**config.mk**
```make
export PLATFORM = sky130hd
export DESIGN_NAME = pwm_peripheral
export DESIGN_NICKNAME = d
export VERILOG_FILES = /design/src/rtl/pwm_pkg.sv /design/src/rtl/pwm_timebase.sv /design/src/rtl/pwm_peripheral.sv
export SDC_FILE = /design/constraint.sdc
export NUM_CORES = 1
export LEC_CHECK = 0
export BUFFER_PORTS_ARGS = -buffer_cell sky130_fd_sc_hd__buf_2
export CAP_MARGIN = 0
export CORE_MARGIN = 2
export CORE_UTILIZATION = 50
export CTS_BUF_LIST = sky130_fd_sc_hd__clkbuf_4 sky130_fd_sc_hd__clkbuf_8
export DETAILED_ROUTE_END_ITERATION = 8
export PLACE_DENSITY_LB_ADDON = 0.12
export SKIP_CTS_REPAIR_TIMING = 1
export SLEW_MARGIN = 20
export SYNTH_ARGS = -nofsm -noshare
export SYNTH_HDL_FRONTEND = slang
export SYNTH_HIERARCHICAL = 1
export SYNTH_SLANG_ARGS = --single-unit
```
**constraint.sdc**
```tcl
create_clock -name clk -period 2.4 [get_ports clk]
set_clock_uncertainty 0.15 [all_clocks]
set_input_delay 0.24 -clock clk [delete_from_list [all_inputs] [get_ports clk]]
set_output_delay 0.24 -clock clk [all_outputs]
set_load 0.05 [all_outputs]
```
**src/rtl/pwm_pkg.sv**
```systemverilog
// Shared constants and the duty compare rule for the PWM peripheral.
package pwm_pkg;

    localparam int PWM_RES             = 8;
    localparam int PWM_NUM_CH          = 16;
    localparam int PWM_CLK_DIV_DEFAULT = 13;

    typedef logic [PWM_RES-1:0] pwm_level_t;

    localparam pwm_level_t PWM_DUTY_FULL = 8'hFF;

    // Full-scale duty pins the output high for the whole period instead of
    // dropping low during the final count.
    function automatic logic pwm_compare(input pwm_level_t counter, input pwm_level_t duty);
        return (duty == PWM_DUTY_FULL) ? 1'b1 : (counter < duty);
    endfunction

endpackage

```
**src/rtl/pwm_timebase.sv**
```systemverilog
// Prescaler plus 8-bit period counter shared by every PWM channel.
module pwm_timebase
    import pwm_pkg::*;
#(
    parameter int CLK_DIV = PWM_CLK_DIV_DEFAULT
) (
    input  logic       clk,
    input  logic       rst_n,
    output pwm_level_t counter,
    output logic       wrap
);

    localparam int PRE_W = (CLK_DIV > 1) ? $clog2(CLK_DIV) : 1;
    localparam logic [PRE_W-1:0] PRE_LAST = PRE_W'(CLK_DIV - 1);

    logic [PRE_W-1:0] prescaler;
    logic             tick;

    assign tick = (prescaler == PRE_LAST);
    assign wrap = tick && (&counter);

    // With CLK_DIV=1 the prescaler sits at zero and tick is asserted every clk.
    always_ff @(posedge clk or negedge rst_n) begin
        if (!rst_n) begin
            prescaler <= '0;
            counter   <= '0;
        end else begin
            if (tick) begin
                prescaler <= '0;
                counter   <= counter + 1'b1;
            end else begin
                prescaler <= prescaler + 1'b1;
            end
        end
    end

endmodule

```
**src/rtl/pwm_peripheral.sv**
```systemverilog
// Drives 16 pins as off, static high or a shared PWM waveform from the SPI
// control registers; duty is shadowed so it only changes on period boundaries.
module pwm_peripheral
    import pwm_pkg::*;
#(
    parameter int CLK_DIV = PWM_CLK_DIV_DEFAULT
) (
    input  logic                  clk,
    input  logic                  rst_n,
    input  logic [7:0]            en_reg_out_7_0,
    input  logic [7:0]            en_reg_out_15_8,
    input  logic [7:0]            en_reg_pwm_7_0,
    input  logic [7:0]            en_reg_pwm_15_8,
    input  logic [7:0]            pwm_duty_cycle,
    output logic [PWM_NUM_CH-1:0] out,
    output logic                  period_start
);

    logic [PWM_NUM_CH-1:0] en_out;
    logic [PWM_NUM_CH-1:0] en_pwm;
    pwm_level_t            counter;
    pwm_level_t            duty_shadow;
    logic                  wrap;
    logic                  pwm_raw;

    assign en_out = {en_reg_out_15_8, en_reg_out_7_0};
    assign en_pwm = {en_reg_pwm_15_8, en_reg_pwm_7_0};

    pwm_timebase #(
        .CLK_DIV (CLK_DIV)
    ) u_timebase (
        .clk     (clk),
        .rst_n   (rst_n),
        .counter (counter),
        .wrap    (wrap)
    );

    assign pwm_raw = pwm_compare(counter, duty_shadow);

    // A duty write landing on the wrap clk is captured, so the new period
    // always starts with the freshest requested value.
    always_ff @(posedge clk or negedge rst_n) begin
        if (!rst_n) begin
            duty_shadow  <= '0;
            period_start <= 1'b0;
            out          <= '0;
        end else begin
            if (wrap) begin
                duty_shadow <= pwm_duty_cycle;
            end
            period_start <= wrap;
            out          <= en_out & (~en_pwm | {PWM_NUM_CH{pwm_raw}});
        end
    end

endmodule

```
==> impl_metrics.json <==
{
  "start_kind": "flip-flop",
  "hp-class": "reg2reg",
  "hold_viol_final": 0,
  "synth-seq-area-share_pct": 56.75,
  "grt-ovfl-total": 0,
  "initial_core_util_pct": 53.01,
  "via_per_inst": 4.877,
  "clk_pin_slew_ns": 0.10,
  "cp-end-kind": "flip-flop",
  "synthTopCellsByArea": "dfrtp_1, ha_1, a21boi_2, nand2_1, a21boi_0",
  "insertedDiodeCount": 0,
  "clock_latency_ns": 0.34,
  "worstSetupPathType": "reg2reg",
  "die_h_um": 61.13,
  "syn_avg_cell_area_um2": 12.27,
  "slew_violations": 0,
  "ys.flop_type": "dfrtp_1",
  "grt_max_degree": 38,
  "max_freq_mhz": 523.0,
  "synth_top_area_share_pct": 56.75,
  "whs_ns": 0.3590,
  "synth_enable_flop_cells": 0,
  "fin_area_um2": 2476,
  "htree_levels": 2,
  "power_density_nw_per_um2": 514.4,
  "rrSetupSlack_ns": 0.49,
  "cap_violations": 0,
  "fin_crit_ns": 1.912,
  "synth_commonest_cells": "dfrtp_1, nand2_1, a21boi_2, ha_1, inv_1",
  "wl_per_cell_um": 14.01,
  "setup_violations": 0,
  "routabilityCongestion": 0.8289,
  "core_area_um2": 3078,
  "area_growth_pct": 51.76,
  "critPathMaxFanout": 16,
  "rsz0062_at_grt": "no",
  "ios": 59,
  "syn_inst": 133,
  "first_iter_violations": 49,
  "finalPower_w": 0.001274,
  "setup_tns_ns": 0,
  "dp_hpwl_mm": 2.341,
  "cts_buffers": 5,
  "fillCellCount": 186,
  "critPathArrivalTime_ns": 2.01,
  "synth_cell_types": 26,
  "first_pass_iters": 4,
  "slew_headroom_pct": 47.61,
  "min_period_over_period_pct": 79.66,
  "cp.required_ns": 2.50,
  "wl_mm": 3.980,
  "vias": 1385,
  "leakage_nw": 1.246,
  "peakVddDrop_uv": 391.5,
  "numPortBuffers": 58,
  "final_layout_size_suffix_gt1_share_pct": 35.00,
  "cts.sinks": 37,
  "drc": 0,
  "rows": 20,
  "die_x_um": 61.13,
  "synth_most_common_cell": "dfrtp_1",
  "clock_path_buffers": 2,
  "grt_usage_pct": 17.85,
  "outcome": "complete, no violations",
  "grt_pass1_vias": 1171,
  "nets": 291,
  "tritoncts": "done",
  "cts-root-buf": "clkbuf_4",
  "grt_first_pass_wirelength_mm": 4.843,
  "yosys.area.top_type": "dfrtp_1",
  "yosys_warnings": 6,
  "syn_area_um2": 1632,
  "die_area_um2": 3736,
  "placed_cell_area_um2": 1977,
  "async_flop_share_pct": 100.0,
  "worst_pin_slew_ns": 0.7858,
  "detail-route-antenna-nets": 0,
  "synth.net_count": 185,
  "yosys_register_bits": 37,
  "antenna_found_initial": 0
}
per-layer routing:
layer | GRT usage, % | share of wire, %
met3 | 7.983 | 8.2
met2 | 29.64 | 49
met5 | 0 | 0
met1 | 21.00 | 42
met4 | 4.969 | 0.73
registers in the layout, indices dropped and copies added (netlist names):
register              cells
duty_shadow               8
out                      16
period_start              1
u_timebase/counter        8
u_timebase/prescaler      4
per-stage QoR:
| step | setup slack (ns) | std cells | util, % |
|---|---|---|---|
| finish | 0.4881 | 284 | 80.45 |
| detailed placement | 0.5181 | 235 | 64.23 |
| global placement | 0.5799 | 235 | 64.23 |
| floorplan | 0.4488 | 133 | - |
| CTS | 0.4946 | 243 | 67.11 |
| global route | 0.3695 | 284 | 80.45 |
critical path, cell delays in order, from the launching register on:
cell,delay [ns]
dfrtp_1,0.44
ha_1,0.34
a2111oi_4,0.33
o32ai_2,0.13
buf_4,0.21
a21boi_0,0.23
placed cells by master, fill, tap and decap left out, drive strengths merged:
cell,instances
o32ai,1
xor2,4
a2111oi,1
a21boi,16
nand2b,1
o41ai,1
nor3,4
nand4,6
dlygate4sd3,41
inv,10
nor2,4
ha,10
mux2,1
bufinv,1
nand2,14
clkbuf,7
nand3,2
xnor2,4
and3,1
o22ai,1
o21ai,8
dfrtp,37
o21a,2
a21oi,3
buf,60
area by class of cell:
cell class | count | area, um2 | area share [%]
sequential | 37 | 925.9 | 37.39
inverter | 10 | 37.54 | 1.516
timing repair buffer | 101 | 715.7 | 28.90
clock inverter | 1 | 30.03 | 1.213
multi-input combinational | 84 | 653.1 | 26.38
tap | 44 | 55.05 | 2.223
clock buffer | 7 | 58.81 | 2.375
worst paths after layout:
| kind | endpoint | cells after the start | startpoint |
|---|---|---|---|
| setup reg to reg | out[3] | 5 | u_timebase/counter[1] |
| min in group asynchronous | u_timebase/counter[5] | 2 | rst_n |
| hold reg to reg | u_timebase/prescaler[0] | 1 | u_timebase/prescaler[0] |
| setup / recovery | out[3] | 5 | u_timebase/counter[1] |
| max in group asynchronous | duty_shadow[0] | 2 | rst_n |
| hold / removal | u_timebase/prescaler[0] | 1 | u_timebase/prescaler[0] |
cell families (layout without fill, tap and decap cells):
group	after synthesis	count (layout)	synth area share (%)
AND/OR/NAND/NOR	32	32	9.816
multiplexers	1	1	0.6901
flip-flops	37	37	56.75
adder cells (fa/ha/maj)	10	10	7.669
AO/OA/AOI/OAI	33	33	17.56
buffers and inverters	12	119	3.221
XOR/XNOR	8	8	4.294
report_power, final:
group / internal, W / leakage [nW] / switching (W)
clock: 0.000260 / 0.0489 / 0.000195
combinational: 0.0000857 / 0.774 / 0.0000928
sequential: 0.000636 / 0.423 / 0.00000382
total: 0.000982 / 1.25 / 0.000292
Note: power is estimated with default switching activity, not from simulation.
